`src/rtl/hazard_unit.sv`:
```
// -----------------------------------------------------------------------------
// hazard_unit
//   Hazard controller for the five-stage core. It produces:
//     - EX operand forward selects (00 reg file, 01 aluOutM, 10 wbOut)
//     - decode branch-compare forwards from the memory stage
//     - stall/flush controls for load-use, branch-operand and mult/div hazards
//
//   Optional feature macro: HAZARD_MDU_EN
//     defined   : the multiply/divide occupancy FSM drives mduBusy and stallE,
//                 and suppresses flushE while the MDU holds execute.
//     undefined : no FSM is built, mduStartE is ignored, and mduBusy and stallE
//                 are 0. MDU_LATENCY is kept for interface compatibility.
//
//   Parameters
//     MDU_LATENCY  cycles the MDU occupies execute after a start (2..63)
//
//   Ports
//     clk, rst_n                      clock, async active-low reset
//     rsD, rtD, branchD               decode sources, branch in decode
//     rsE, rtE                        execute sources
//     writeRegE/M/W, regWriteE/M/W    destination and write enable per stage
//     memToRegE/M                     load in execute / memory
//     mduStartE                       one-cycle mult/div start pulse
//     forwardAE/BE                    EX operand selects
//     forwardAD/BD                    decode branch operand from aluOutM
//     stallF/D/E, flushE              pipeline register controls
//     mduBusy                         multiply/divide in progress
// -----------------------------------------------------------------------------

// Per-source-operand hazard detection. One instance covers the rs path and
// one covers the rt path; the top ORs the stall contributions together.
module hazard_src_lane (
  input  logic [4:0] srcE,
  input  logic [4:0] srcD,
  input  logic [4:0] rtE,
  input  logic [4:0] writeRegE,
  input  logic [4:0] writeRegM,
  input  logic [4:0] writeRegW,
  input  logic       regWriteE,
  input  logic       regWriteM,
  input  logic       regWriteW,
  input  logic       memToRegE,
  input  logic       memToRegM,
  output logic [1:0] fwdE,
  output logic       fwdD,
  output logic       ldUse,
  output logic       brHit
);
  logic srcENz, srcDNz;
  assign srcENz = (srcE != 5'd0);
  assign srcDNz = (srcD != 5'd0);

  // Memory stage holds the younger result, so it wins over writeback.
  always_comb begin
    fwdE = 2'b00;
    if (srcENz && regWriteM && (writeRegM == srcE))
      fwdE = 2'b01;
    else if (srcENz && regWriteW && (writeRegW == srcE))
      fwdE = 2'b10;
  end

  assign fwdD  = srcDNz && regWriteM && (writeRegM == srcD);

  // The load's destination travels in rtE at this point of the pipeline.
  assign ldUse = memToRegE && (rtE != 5'd0) && (rtE == srcD);

  // A branch compares in decode: an ALU result still in execute, or a load
  // still in memory, cannot reach the comparator in time.
  assign brHit = (regWriteE && (writeRegE != 5'd0) && (writeRegE == srcD)) ||
                 (memToRegM && (writeRegM != 5'd0) && (writeRegM == srcD));
endmodule

module hazard_unit #(
  parameter int MDU_LATENCY = 32
) (
  input  logic       clk,
  input  logic       rst_n,
  input  logic [4:0] rsD,
  input  logic [4:0] rtD,
  input  logic       branchD,
  input  logic [4:0] rsE,
  input  logic [4:0] rtE,
  input  logic [4:0] writeRegE,
  input  logic [4:0] writeRegM,
  input  logic [4:0] writeRegW,
  input  logic       regWriteE,
  input  logic       regWriteM,
  input  logic       regWriteW,
  input  logic       memToRegE,
  input  logic       memToRegM,
  input  logic       mduStartE,
  output logic [1:0] forwardAE,
  output logic [1:0] forwardBE,
  output logic       forwardAD,
  output logic       forwardBD,
  output logic       stallF,
  output logic       stallD,
  output logic       stallE,
  output logic       flushE,
  output logic       mduBusy
);
  localparam int NUM_SRC = 2;  // lane 0 = rs, lane 1 = rt
  localparam int CntW    = (MDU_LATENCY > 1) ? $clog2(MDU_LATENCY) : 1;

  logic [NUM_SRC-1:0][4:0] srcE, srcD;
  logic [NUM_SRC-1:0][1:0] fwdE;
  logic [NUM_SRC-1:0]      fwdD, ldUse, brHit;

  assign srcE = {rtE, rsE};
  assign srcD = {rtD, rsD};

  for (genvar i = 0; i < NUM_SRC; i++) begin : gLane
    hazard_src_lane uLane (
      .srcE      (srcE[i]),
      .srcD      (srcD[i]),
      .rtE       (rtE),
      .writeRegE (writeRegE),
      .writeRegM (writeRegM),
      .writeRegW (writeRegW),
      .regWriteE (regWriteE),
      .regWriteM (regWriteM),
      .regWriteW (regWriteW),
      .memToRegE (memToRegE),
      .memToRegM (memToRegM),
      .fwdE      (fwdE[i]),
      .fwdD      (fwdD[i]),
      .ldUse     (ldUse[i]),
      .brHit     (brHit[i])
    );
  end

  logic lwStall, brStall, busy;
  assign lwStall = |ldUse;
  assign brStall = branchD && (|brHit);

`ifdef HAZARD_MDU_EN
  typedef enum logic {IDLE, BUSY} mduState_t;
  mduState_t       state;
  logic [CntW-1:0] cnt;

  // cnt is loaded with LATENCY-1 on the start edge and the FSM leaves BUSY
  // on the edge where cnt==1, giving exactly LATENCY-1 busy cycles.
  // Starts during BUSY (including its final cycle) are dropped.
  always_ff @(posedge clk or negedge rst_n) begin
    if (!rst_n) begin
      state <= IDLE;
      cnt   <= '0;
    end else begin
      case (state)
        IDLE: if (mduStartE) begin
          state <= BUSY;
          cnt   <= CntW'(MDU_LATENCY - 1);
        end
        BUSY: if (cnt == CntW'(1)) begin
          state <= IDLE;
          cnt   <= '0;
        end else begin
          cnt   <= cnt - CntW'(1);
        end
        default: begin
          state <= IDLE;
          cnt   <= '0;
        end
      endcase
    end
  end

  assign busy = (state == BUSY);
`else
  logic [CntW:0] unusedMdu;
  assign unusedMdu = {mduStartE, CntW'(MDU_LATENCY)};
  assign busy      = 1'b0;
`endif

  // All outputs read 0 while reset is held, including the combinational ones.
  assign forwardAE = rst_n ? fwdE[0] : 2'b00;
  assign forwardBE = rst_n ? fwdE[1] : 2'b00;
  assign forwardAD = rst_n && fwdD[0];
  assign forwardBD = rst_n && fwdD[1];
  assign stallF    = rst_n && (lwStall || brStall || busy);
  assign stallD    = stallF;
  assign stallE    = rst_n && busy;
  // While the MDU holds execute the ID/EX register is frozen, so no bubble;
  // the decode hazard is simply re-evaluated once busy drops.
  assign flushE    = rst_n && (lwStall || brStall) && !busy;
  assign mduBusy   = rst_n && busy;
endmodule

```
`config.mk`:
```
export PLATFORM = sky130hd
export DESIGN_NAME = hazard_unit
export DESIGN_NICKNAME = d
export VERILOG_FILES = /design/src/rtl/hazard_unit.sv
export SDC_FILE = /design/constraint.sdc
export NUM_CORES = 1
export LEC_CHECK = 0
export CAP_MARGIN = 20
export CORE_ASPECT_RATIO = 1.1
export CORE_MARGIN = 2
export CORE_UTILIZATION = 40
export DETAILED_ROUTE_END_ITERATION = 7
export MAX_ROUTING_LAYER = met4
export PLACE_DENSITY = 0.91
export SYNTH_ARGS = -nofsm -noshare
export SYNTH_HDL_FRONTEND = slang
export SYNTH_SLANG_ARGS = --single-unit
```
`constraint.sdc`:
```
create_clock -name vclk -period 3.96
set_input_delay 0.99 -clock vclk [all_inputs]
set_output_delay 0.99 -clock vclk [all_outputs]
set_load 0.03 [all_outputs]
```
==> impl_metrics.tcl, run 1 <==
set metrics [dict create \
    outcome "completed" \
    first_global_vias 974 \
    fin_setup_tns_ns 0 \
    floorplan.die_area_um2 2363 \
    dominant_combinational_cell_family_by_area_after_synthesis "XOR/XNOR gates" \
    warnings_from_yosys 0 \
    worst_ep_arrival_time_ns 2.85 \
    synth_top_cells_by_count "33 x sky130_fd_sc_hd__xnor2_1, 17 x sky130_fd_sc_hd__xor2_1, 7 x sky130_fd_sc_hd__nand3_1, 6 x sky130_fd_sc_hd__clkbuf_1, 6 x sky130_fd_sc_hd__nor3_1" \
    netlist_instances 105 \
    stdcell_count 184 \
    drt_first_pass_iters 4 \
    initial_utilization_pct 43.68 \
    final_util_pct 74.38 \
    required_ns 2.97 \
    holdPathStages 4 \
    dp_hpwl_um 2392 \
    gr-usage-all-layers_pct 23.45 \
    ios 55 \
    timing.critical_path.to_type "output port" \
    cp_max_fo 3 \
    post-place-cells 184 \
    worst_case_setup_margin_in_the_final_layout_ns 0.1183 \
    total_buffers_and_inverters_traversed_by_the_critical_path 4 \
    final_area_um2 1355 \
    synth-xor-area-share_pct 55.03 \
    multi_input_comb_area_um2 721.9 \
    area_delta_synth_final_pct 70.28 \
    grt_antenna_before_repair 0 \
    setup-violations-final 0 \
    report.final.hold_viol_count 0 \
    rows 16 \
    placed_cell_area_um2 1354 \
    crit_top_cell "sky130_fd_sc_hd__buf_4" \
    routed_via_density 5.234 \
    post_synth_fa_ha_maj_area_fraction_pct 0 \
    drc 0 \
    synth-simple-area-share_pct 27.83 \
    place_worst_setup_slack_ns -0.01245 \
    floorplan.die.width_um 46.53 \
    wire_length_of_the_first_global_routing_pass_um 4050 \
    nFillCells 120 \
    place.port_buffers 51 \
    crit_path_start_kind "primary input" \
    finalMaxSlewViolations 0 \
    post-route-period-util_pct 97.01 \
    routed_wirelength_um 2657 \
    hold_startpoint "regWriteW" \
    drt_initial_violations 15 \
    synth_top_area_cell "sky130_fd_sc_hd__xnor2_1" \
    overflow 0 \
    grt_max_degree 10 \
    min_path_type "primary input to output port" \
    max-vdd-ir-drop_mv 0.06281 \
    crit_path_cell_trace "clkdlybuf4s50_1, buf_4, xnor2_1, nand3_1, nor3_1, a31oi_1, o311ai_1, buf_4, buf_4" \
    yosys.cell_count.top_type "sky130_fd_sc_hd__xnor2_1" \
    synth.top_cells.by_area "sky130_fd_sc_hd__xnor2_1 36%, sky130_fd_sc_hd__xor2_1 19%, sky130_fd_sc_hd__or4_1 4.7%, sky130_fd_sc_hd__nand3_1 4.4%, sky130_fd_sc_hd__nor3_1 3.8%" \
    hold-path-endpoint "forwardAE[1]" \
    synth_cell_type_count 25 \
    share_of_yosys_cell_area_claimed_by_the_top_area_cell_type_pct 36.32 \
    cpLargestDelayFamily "buffers and inverters" \
    avgSynthCellArea_um2 7.579 \
    timing.critical_path.slowest_cell_delay_ns 0.56 \
    synthMuxAreaShare_pct 0 \
    nFlopsAndLatches 0 \
    synth_seq_area_share_pct 0 \
    dieHeight_um 50.78 \
    cellPowerDensity_nw_per_um2 105.0 \
    unrepaired_setup_endpoints_after_global_routing "false" \
    finalCriticalPeriod_ns 3.842 \
    area_fraction_in_compound_gates_after_synthesis_pct 6.918 \
    postRouteAntennaNets 0 \
    achievable_freq_mhz 260.3 \
    design.final.nets 203 \
    maxCapViolations 0 \
    n_antenna_cell 0 \
    design.core.area_um2 1822 \
    vias 963 \
    place_congestion 0.9074 \
    mappedNetlistArea_um2 795.8 \
    routedWlPerCell_um 14.44 \
    timing.setup.critical_path_class "primary input to output port" \
    fraction_of_layout_instances_using_a_drive_strength_above_1_pct 16.56 \
    seqCellArea_um2 0 \
    power.leakage_nw 0.5049 \
    crit_slowest_cell "sky130_fd_sc_hd__clkdlybuf4s50_1" \
    nClkBuffers 0 \
]
[layout by cell type (no fill, tap or decap)]
cell type / n
sky130_fd_sc_hd__nor2_1: 1
sky130_fd_sc_hd__buf_4: 21
sky130_fd_sc_hd__nor3_1: 6
sky130_fd_sc_hd__clkdlybuf4s50_1: 42
sky130_fd_sc_hd__and2_2: 1
sky130_fd_sc_hd__nand3_1: 7
sky130_fd_sc_hd__dlygate4sd2_1: 1
sky130_fd_sc_hd__dlymetal6s2s_1: 1
sky130_fd_sc_hd__and3_1: 2
sky130_fd_sc_hd__nand2_1: 1
sky130_fd_sc_hd__nor2_4: 1
sky130_fd_sc_hd__nand4_1: 4
sky130_fd_sc_hd__xor2_1: 17
sky130_fd_sc_hd__a31oi_1: 1
sky130_fd_sc_hd__nor4_2: 2
sky130_fd_sc_hd__xnor2_1: 33
sky130_fd_sc_hd__nor4_1: 2
sky130_fd_sc_hd__o311ai_1: 1
sky130_fd_sc_hd__o2111a_1: 2
sky130_fd_sc_hd__o221ai_1: 2
sky130_fd_sc_hd__and2_1: 1
sky130_fd_sc_hd__or4_4: 1
sky130_fd_sc_hd__conb_1: 2
sky130_fd_sc_hd__or4_1: 5
[final cells by class]
cell class | count | area share (%)
Tap cell | 27 | 2.493
Timing Repair Buffer | 65 | 44.23
Multi-Input combinational cell | 92 | 53.28
[cells by family (layout without fill, tap and decap cells)]
group,count (synthesis),count (layout)
AOI/OAI and AO/OA,6,6
xor gates and xnor gates,50,50
buffers and inverters,14,65
other,1,2
and+or+nand+nor,34,34
[metrics by stage]
| step | power (mW) | hold slack [ns] |
|---|---|---|
| floorplan | 0.07050 | 2.123 |
| global placement | 0.1366 | 2.710 |
| detailed placement | 0.1420 | 2.740 |
| CTS | 0.1423 | 2.742 |
| global route | 0.1511 | 2.764 |
| finish | 0.1423 | 2.735 |
[layer usage]
layer	up-vias	wire length, um	global-route usage (%)	share of wire [%]
met2	57	1517	45.60	57
li1	467	-	-	-
met4	0	71	7.143	2.7
met5	-	0	-	0
met1	427	886	23.19	33
met3	12	182	1.799	6.8
[repair_timing]
item	4_1_cts	5_1_grt
endpoints found under the setup margin	1	1
resized for setup	1	1
hold buffers	0	0
setup buffers	0	0
[tightest hold or removal path, delay by kind of cell]
family | cells | cell delay (ns)
buffers and inverters | 2 | 0.60
AND/OR/NAND/NOR | 2 | 0.15
[power by group]
part	switching [mW]	internal, mW
clock	0	0
combinational	0.0614	0.0809
sequential	0	0
[worst max-delay path by stage]
stage | depth (start not counted) | endpoint | slack [ns] | startpoint
3_3_place_gp | 6 | forwardBE[0] | 0.04 | rtE[0]
3_5_place_dp | 6 | forwardAE[0] | -0.01 | rsE[3]
5_1_grt | 9 | stallF | 0.04 | rtE[4]
6_report | 9 | stallF | 0.12 | rtE[4]
2_1_floorplan | 7 | stallD | 0.06 | rtE[2]
4_1_cts | 7 | forwardBE[0] | 0.003 | rtE[1]
(Power assumes the default switching activity.)
==> run 2: changes to the inputs <==
--- a/config.mk
+++ b/config.mk
@@ -7,7 +7,6 @@
 export LEC_CHECK = 0
 export CAP_MARGIN = 20
 export CORE_ASPECT_RATIO = 1.1
-export CORE_MARGIN = 2
 export CORE_UTILIZATION = 40
 export DETAILED_ROUTE_END_ITERATION = 7
 export MAX_ROUTING_LAYER = met4
==> impl_metrics.tcl, run 2 (same netlist as run 1, synthesis figures left out) <==
set metrics [dict create \
    outcome "completed" \
    ios 55 \
    required_ns 2.97 \
    setup-violations-final 0 \
    wl_met1_um 1026 \
    first_global_vias 1003 \
    place_worst_setup_slack_ns 0.01156 \
    endpoint "stallD" \
    place_congestion 0.8367 \
    routedWlPerCell_um 13.88 \
    area_delta_synth_final_pct 70.28 \
    nFlopsAndLatches 0 \
    place.port_buffers 51 \
    design.final.nets 203 \
    cts_hold_buffers 0 \
    vias 945 \
    rows 16 \
    power.leakage_nw 0.5055 \
    post-route-period-util_pct 96.07 \
    design_power_total_mw 0.1412 \
    seqCellArea_um2 0 \
    routed_via_density 5.136 \
    critical_path_launch_point "rtE[4]" \
    cp_max_fo 3 \
    wl_met3_um 76 \
    nClkBuffers 0 \
    finalCriticalPeriod_ns 3.805 \
    unrepaired_setup_endpoints_after_global_routing "false" \
    drt_first_pass_iters 4 \
    dp_hpwl_um 2222 \
    met2_wirelength_um 1430 \
    floorplan.die_area_um2 2172 \
    maxCapViolations 0 \
    highest_layer "met4" \
    dieHeight_um 48.78 \
    cts_setup_buffers 0 \
    timing.setup.critical_path_class "primary input to output port" \
    holdPathStages 4 \
    worst_ep_arrival_time_ns 2.81 \
    wire_length_of_the_first_global_routing_pass_um 4174 \
    n_antenna_cell 0 \
    worst_case_setup_margin_in_the_final_layout_ns 0.1555 \
    routed_wirelength_um 2554 \
    grt_antenna_before_repair 0 \
    cellPowerDensity_nw_per_um2 104.2 \
    min_path_type "primary input to output port" \
    layout.cells.most_common_list "42 x sky130_fd_sc_hd__clkdlybuf4s50_1, 33 x sky130_fd_sc_hd__xnor2_1, 21 x sky130_fd_sc_hd__buf_4, 17 x sky130_fd_sc_hd__xor2_1, 7 x sky130_fd_sc_hd__nand3_1" \
    floorplan.die.width_um 44.53 \
    drc 0 \
    layout.cells.most_common "sky130_fd_sc_hd__clkdlybuf4s50_1" \
    report.final.hold_viol_count 0 \
    nFillCells 126 \
    gr-usage-all-layers_pct 25.06 \
    timing.critical_path.to_type "output port" \
    initial_utilization_pct 43.68 \
    fraction_of_layout_instances_using_a_drive_strength_above_1_pct 16.56 \
    achievable_freq_mhz 262.8 \
    max-vdd-ir-drop_mv 0.06782 \
    drt_initial_violations 15 \
    overflow 0 \
    finalMaxSlewViolations 0 \
    fin_setup_tns_ns 0 \
    postRouteAntennaNets 0 \
    crit_path_start_kind "primary input" \
    design.core.area_um2 1822 \
    grt_max_degree 10 \
]
-- run 2: cell counts in the layout (fill, tap and decap cells not counted) --
Identical to the previous run, type by type.
-- run 2: what timing repair did --
action | 4_1_cts | 5_1_grt
setup endpoints to repair | 1 | 1
hold endpoints to repair | 0 | 0
gates resized for setup | 1 | 1
-- run 2: metrics by stage --
| step | instances | hold WS (ns) | utilization [%] | area (um^2) |
|---|---|---|---|---|
| after floorplan | 106 | 2.123 | - | 799.5 |
| after global placement | 184 | 2.725 | 74.31 | 1354 |
| after detailed placement | 184 | 2.738 | 74.31 | 1354 |
| after CTS | 184 | 2.740 | 74.24 | 1353 |
| after global routing | 184 | 2.758 | 74.38 | 1355 |
| final | 184 | 2.738 | 74.38 | 1355 |
-- run 2: power by group --
part	switching (mW)	leakage, nW	internal, mW
combinational	0.0607	0.506	0.0805
clock	0	0	0
sequential	0	0	0
-- run 2: worst min path at each step --
stage	slack, ns	to	start
floorplan	2.12	forwardBE[1]	rst_n
global placement	2.73	forwardAE[1]	regWriteW
detailed placement	2.74	forwardAE[1]	regWriteW
CTS	2.74	forwardAE[1]	regWriteW
global route	2.76	forwardAE[1]	regWriteW
finish	2.74	forwardAE[1]	regWriteW
-- run 2: critical path: stages --
cell                              delay [ns]
sky130_fd_sc_hd__clkdlybuf4s50_1        0.57
sky130_fd_sc_hd__buf_4                  0.18
sky130_fd_sc_hd__xnor2_1                0.12
sky130_fd_sc_hd__nand3_1                0.09
sky130_fd_sc_hd__nor3_1                 0.22
sky130_fd_sc_hd__a31oi_1                0.07
sky130_fd_sc_hd__o311ai_1               0.27
sky130_fd_sc_hd__buf_4                  0.17
sky130_fd_sc_hd__buf_4                  0.15
-- run 2: layer usage --
metal / up-vias / global-route usage [%]
li1: 467 / -
met1: 442 / 26.29
met2: 34 / 49.51
met3: 2 / 0.7407
met4: 0 / 5.051
met5: - / -
-- run 2: final cells by class --
type | count | area (um^2) | area share [%]
multi-input cells | 92 | 721.9 | 53.28
repair buffers | 65 | 599.3 | 44.23
well taps | 27 | 33.78 | 2.493
